===== src/rtl/remote_load_resp_router.sv =====
// Routes remote load responses into per-channel writeback FIFOs.
// Each channel tracks occupancy and head age, and raises force on a stall or when full.
module remote_load_resp_router #(
    parameter int data_width_p      = 32,
    parameter int reg_addr_width_p  = 5,
    parameter int num_channels_p    = 2,
    parameter int els_p             = 4,
    parameter int force_threshold_p = 8,
    parameter int chan_width_lp     = (num_channels_p > 1) ? $clog2(num_channels_p) : 1,
    parameter int count_width_lp    = $clog2(els_p + 1)
) (
    input  logic                                     clk_i,
    input  logic                                     reset_n_i,
    input  logic                                     returned_v_i,
    input  logic [chan_width_lp-1:0]                 returned_chan_i,
    input  logic [reg_addr_width_p-1:0]              returned_reg_id_i,
    input  logic [data_width_p-1:0]                  returned_data_i,
    output logic                                     returned_yumi_o,
    output logic [num_channels_p-1:0]                resp_v_o,
    output logic [num_channels_p*reg_addr_width_p-1:0] resp_rd_o,
    output logic [num_channels_p*data_width_p-1:0]   resp_data_o,
    output logic [num_channels_p-1:0]                resp_force_o,
    input  logic [num_channels_p-1:0]                resp_yumi_i,
    output logic [num_channels_p*count_width_lp-1:0] count_o,
    output logic                                     invalid_chan_o
);
    localparam int ptr_width_lp   = (els_p > 1) ? $clog2(els_p) : 1;
    localparam int age_width_lp   = $clog2(force_threshold_p + 1);
    localparam int entry_width_lp = reg_addr_width_p + data_width_p;

    localparam logic [chan_width_lp:0]    num_chan_lp = (chan_width_lp + 1)'(num_channels_p);
    localparam logic [count_width_lp-1:0] els_lp      = count_width_lp'(els_p);
    localparam logic [ptr_width_lp-1:0]   last_ptr_lp = ptr_width_lp'(els_p - 1);
    localparam logic [age_width_lp-1:0]   thresh_lp   = age_width_lp'(force_threshold_p);

    logic                      chan_valid;
    logic                      sel_full;
    logic                      accept;
    logic [num_channels_p-1:0] full;
    logic [num_channels_p-1:0] enq;
    logic [num_channels_p-1:0] deq;
    logic [num_channels_p-1:0] v;

    assign chan_valid = {1'b0, returned_chan_i} < num_chan_lp;

    always_comb begin
        sel_full = 1'b0;
        for (int c = 0; c < num_channels_p; c++) begin
            if (returned_chan_i == chan_width_lp'(c)) sel_full = full[c];
        end
    end

    // A full channel refuses even if it drains this cycle: no bypass.
    assign accept          = reset_n_i & returned_v_i & (~chan_valid | ~sel_full);
    assign returned_yumi_o = accept;
    assign resp_v_o        = v;

    always_ff @(posedge clk_i or negedge reset_n_i) begin
        if (!reset_n_i) invalid_chan_o <= 1'b0;
        else            invalid_chan_o <= accept & ~chan_valid;
    end

    for (genvar c = 0; c < num_channels_p; c++) begin : ch
        logic [entry_width_lp-1:0] mem [els_p];
        logic [ptr_width_lp-1:0]   rptr;
        logic [ptr_width_lp-1:0]   wptr;
        logic [count_width_lp-1:0] count;
        logic [age_width_lp-1:0]   age;

        assign v[c]    = count != '0;
        assign full[c] = count == els_lp;
        assign enq[c]  = accept & chan_valid & (returned_chan_i == chan_width_lp'(c));
        assign deq[c]  = resp_yumi_i[c] & v[c];

        always_ff @(posedge clk_i) begin
            if (enq[c]) mem[wptr] <= {returned_reg_id_i, returned_data_i};
        end

        always_ff @(posedge clk_i or negedge reset_n_i) begin
            if (!reset_n_i) begin
                rptr  <= '0;
                wptr  <= '0;
                count <= '0;
                age   <= '0;
            end else begin
                if (enq[c])
                    wptr <= (wptr == last_ptr_lp) ? '0 : wptr + ptr_width_lp'(1);
                if (deq[c])
                    rptr <= (rptr == last_ptr_lp) ? '0 : rptr + ptr_width_lp'(1);
                if (enq[c] & ~deq[c])
                    count <= count + count_width_lp'(1);
                else if (deq[c] & ~enq[c])
                    count <= count - count_width_lp'(1);
                // Age measures how long the current head has waited.
                if (!v[c] || deq[c])
                    age <= '0;
                else if (age != thresh_lp)
                    age <= age + age_width_lp'(1);
            end
        end

        assign {resp_rd_o[c*reg_addr_width_p +: reg_addr_width_p],
                resp_data_o[c*data_width_p +: data_width_p]} = mem[rptr];
        assign count_o[c*count_width_lp +: count_width_lp] = count;
        assign resp_force_o[c] = v[c] & ((age == thresh_lp) | full[c]);
    end

    yumi_needs_valid: assert property (
        @(posedge clk_i) disable iff (!reset_n_i)
        (resp_yumi_i & ~resp_v_o) == '0
    );

endmodule


===== config.mk =====
export PLATFORM = sky130hd
export DESIGN_NAME = remote_load_resp_router
export DESIGN_NICKNAME = d
export VERILOG_FILES = /design/src/rtl/remote_load_resp_router.sv
export SDC_FILE = /design/constraint.sdc
export NUM_CORES = 1
export LEC_CHECK = 0
export ABC_AREA = 0
export BUFFER_PORTS_ARGS = -buffer_cell sky130_fd_sc_hd__buf_2
export CAP_MARGIN = 20
export CELL_PAD_IN_SITES_DETAIL_PLACEMENT = 1
export CELL_PAD_IN_SITES_GLOBAL_PLACEMENT = 1
export CORE_UTILIZATION = 44
export DETAILED_ROUTE_END_ITERATION = 16
export PLACE_DENSITY = 0.77
export SLEW_MARGIN = 30
export SYNTH_ARGS = -nofsm -noshare
export SYNTH_HDL_FRONTEND = slang
export SYNTH_SLANG_ARGS = --single-unit

===== constraint.sdc =====
create_clock -name clk_i -period 2.3 [get_ports clk_i]
set_input_delay 0.23 -clock clk_i [delete_from_list [all_inputs] [get_ports clk_i]]
set_output_delay 0.23 -clock clk_i [all_outputs]
set_load 0.1 [all_outputs]

==> results.sh <==
export IMPL_syn_area_sq_mm=0.0120
export IMPL_vias=5901
export IMPL_start_util_pct=44.6
export IMPL_routed_via_density=5.45
export IMPL_final_cell_mix="edfxtp_1 (296), mux4_2 (74), buf_6 (58), buf_2 (50), dlygate4sd3_1 (37)"
export IMPL_synth_top_area_share_pct=74.1
export IMPL_fin_ws_ns=-0.0345
export IMPL_wl_per_cell_um=24.6
export IMPL_grt_pass1_wl_um=39100
export IMPL_port_buffers=127
export IMPL_grt_pass1_vias=6475
export IMPL_cts_buffer_depth=3
export IMPL_synth_seq_cells=318
export IMPL_yosysWarnings=0
export IMPL_crit_slowest_cell="dfrtp_4"
export IMPL_h_tree_depth=1
export IMPL_antenna_found_initial=1
export IMPL_hpwlAfterDp_um=15100
export IMPL_drt_iter0_markers=338
export IMPL_grt_use_total_pct=18.9
export IMPL_io_pin_count=129
export IMPL_fin_setup_tns_ns=-0.304
export IMPL_rsz0062_at_grt="yes"
export IMPL_required_ns=2.07
export IMPL_syn_to_final_growth_pct=28.7
export IMPL_use_met3_pct=3.99
export IMPL_synthArstFlopShare_pct=6.92
export IMPL_hp_class="in2reg"
export IMPL_synth_flop_cell="edfxtp_1"
export IMPL_synthTopCellsByArea="edfxtp_1 (74%), mux4_2 (14%), dfrtp_1 (4.6%)"
export IMPL_antenna_left=0
export IMPL_min_period_ns=2.33
export IMPL_cts_sinks=318
export IMPL_drt_wl_total_um=26600
export IMPL_drc=0
export IMPL_criticalPathCategory="reg2out"
export IMPL_cts_tree="done"
export IMPL_synth_seq_area_share_pct=78.7
export IMPL_gp_congestion=0.764
export IMPL_fin_crit_sh_pct=101
export IMPL_synth_largest_area_cell="edfxtp_1"
export IMPL_core_area_sq_mm=0.0269
export IMPL_hold_violations=0
export IMPL_cp_end_kind="primary output"
export IMPL_violations="negative setup slack"
export IMPL_worstSkewPairLatency_ns=0.56
export IMPL_final_common_cell="edfxtp_1"
export IMPL_synth_edf_count=296
export IMPL_cts_inserted_buffers=31
export IMPL_clk_pin_slew_ns=0.06
export IMPL_start_kind="register"
export IMPL_grt_busiest_layer="met2"
export IMPL_drv_cap=0
export IMPL_die_y_um=167
export IMPL_met2_usage_pct=32.4
export IMPL_root_buffer="clkbuf_16"
export IMPL_dieArea_sq_mm=0.0279
export IMPL_fin_nets=778
export IMPL_rows=60
export IMPL_slew_violations=0
export IMPL_cp_top_family="flip-flops"
export IMPL_syn_avg_cell_area_sq_um=23.6
export IMPL_grt_overflow=0
export IMPL_drtPass1Iterations=4
export IMPL_fmax_mhz=428
export IMPL_chipWidth_um=167
export IMPL_drive_above_1_share_pct=42.6
export IMPL_finClkSkew_ns=0.0134
export IMPL_path_cells="clkbuf_16 > mux4_2 > buf_8"
export IMPL_cp_arrival_ns=2.10
export IMPL_setup_viol_count_final=22
export IMPL_status="finished with violations"
export IMPL_synth_cells=508
export IMPL_synth_nets=569
export IMPL_grt_use_met1_pct=24.8
export IMPL_cpPeakStageDelay_ns=0.56
export IMPL_nFillCells=2308
export IMPL_synth_cell_types=32
export IMPL_path_buf_inv=2
export IMPL_grt_max_degree=38
export IMPL_critPathMaxFanout=6
-- area by class of cell --
| cell class | count | area, sq um | area share (%) |
|---|---|---|---|
| diodes | 1 | 2.50 | 0.0162 |
| clock inverters | 19 | 145 | 0.940 |
| repair buffers | 193 | 2050 | 13.3 |
| inverters | 10 | 37.5 | 0.243 |
| clock buffers | 37 | 798 | 5.17 |
| well taps | 341 | 427 | 2.76 |
| flip-flops and latches | 318 | 9470 | 61.3 |
| multi-input cells | 163 | 2510 | 16.2 |
-- kinds of logic after synthesis --
family / Yosys count / synth area share (%)
muxes: 88 / 15.2
and+or+nand+nor: 40 / 1.84
adders and majority gates: 18 / 2.00
buffers and inverters: 27 / 1.14
xor gates and xnor gates: 10 / 0.730
AOI/OAI and AO/OA: 6 / 0.313
DFF: 318 / 78.7
other: 1 / 0.0313
-- worst reg2reg max path: stages, from the launching register on --
cell and delay (ns):
dfrtp_4 0.50, or3b_1 0.25, nor3b_4 0.27, ha_4 0.19, inv_2 0.04, fa_2 0.37
xor2_1 0.16, nor2_1 0.17, xor2_1 0.18
-- layer usage --
| metal | part of all wire [%] | wire, um |
|---|---|---|
| met5 | 0 | 0 |
| met1 | 41 | 10800 |
| met4 | 1.8 | 491 |
| met2 | 51 | 13500 |
| met3 | 6.7 | 1780 |
-- path summary, 6_finish.rpt --
path,startpoint,to,slack [ns],cells after the start
max in group asynchronous,reset_n_i,ch[0].rptr[0]$_DFFE_PN0P_,1.92,3
min in group asynchronous,reset_n_i,ch[1].rptr[0]$_DFFE_PN0P_,0.19,3
worst min register to register,ch[0].count[2]$_DFFE_PN0P_,ch[0].count[2]$_DFFE_PN0P_,0.55,1
worst min-delay path,returned_data_i[15],ch[1].mem[0][15]$_DFFE_PP_,0.02,1
worst max register to register,ch[0].count[2]$_DFFE_PN0P_,ch[0].count[2]$_DFFE_PN0P_,0.09,8
worst max-delay path,ch[0].rptr[0]$_DFFE_PN0P_,resp_data_o[23],-0.03,3
-- registers in the layout, indices dropped and copies added, names as in the netlist --
name / flops
ch.wptr: 4
ch.age: 8
ch.count: 6
ch.rptr: 4
ch.mem: 296
-- cells in the mapped netlist, types with 3 or more instances --
cell / n
mux4_2: 74
nor2_1: 17
ha_1: 16
xor2_1: 6
nand2_1: 3
dfrtp_1: 22
mux2_2: 8
edfxtp_1: 296
buf_4: 4
inv_1: 10
nand3_1: 3
and2_2: 4
buf_2: 10
xnor2_1: 4
mux2i_1: 4
and2_1: 4
-- what timing repair did --
action	in CTS	in global routing
endpoints found under the hold margin	310	0
gates cloned	2	5
resized for setup	149	30
setup buffers	3	1
hold buffers	37	0
setup endpoints to repair	77	73
-- per-stage QoR --
step / hold slack (ns) / area (sq um) / setup WS (ns) / cells / utilization [%]
after floorplan: -0.0656 / 12100 / -0.0236 / 508 / -
after detailed placement: 0.218 / 13300 / -0.0446 / 977 / 49.7
after global routing: 0.0125 / 15400 / -0.0888 / 1082 / 57.4
after global placement: 0.200 / 13300 / 0.133 / 977 / 49.7
after CTS: 0.00368 / 15200 / -0.0457 / 1075 / 56.6
final: 0.0215 / 15400 / -0.0345 / 1082 / 57.4
Power is left out: the tool's default activity adds up to more than one toggle a clock period on the data nets, which glitch-free logic cannot reach.
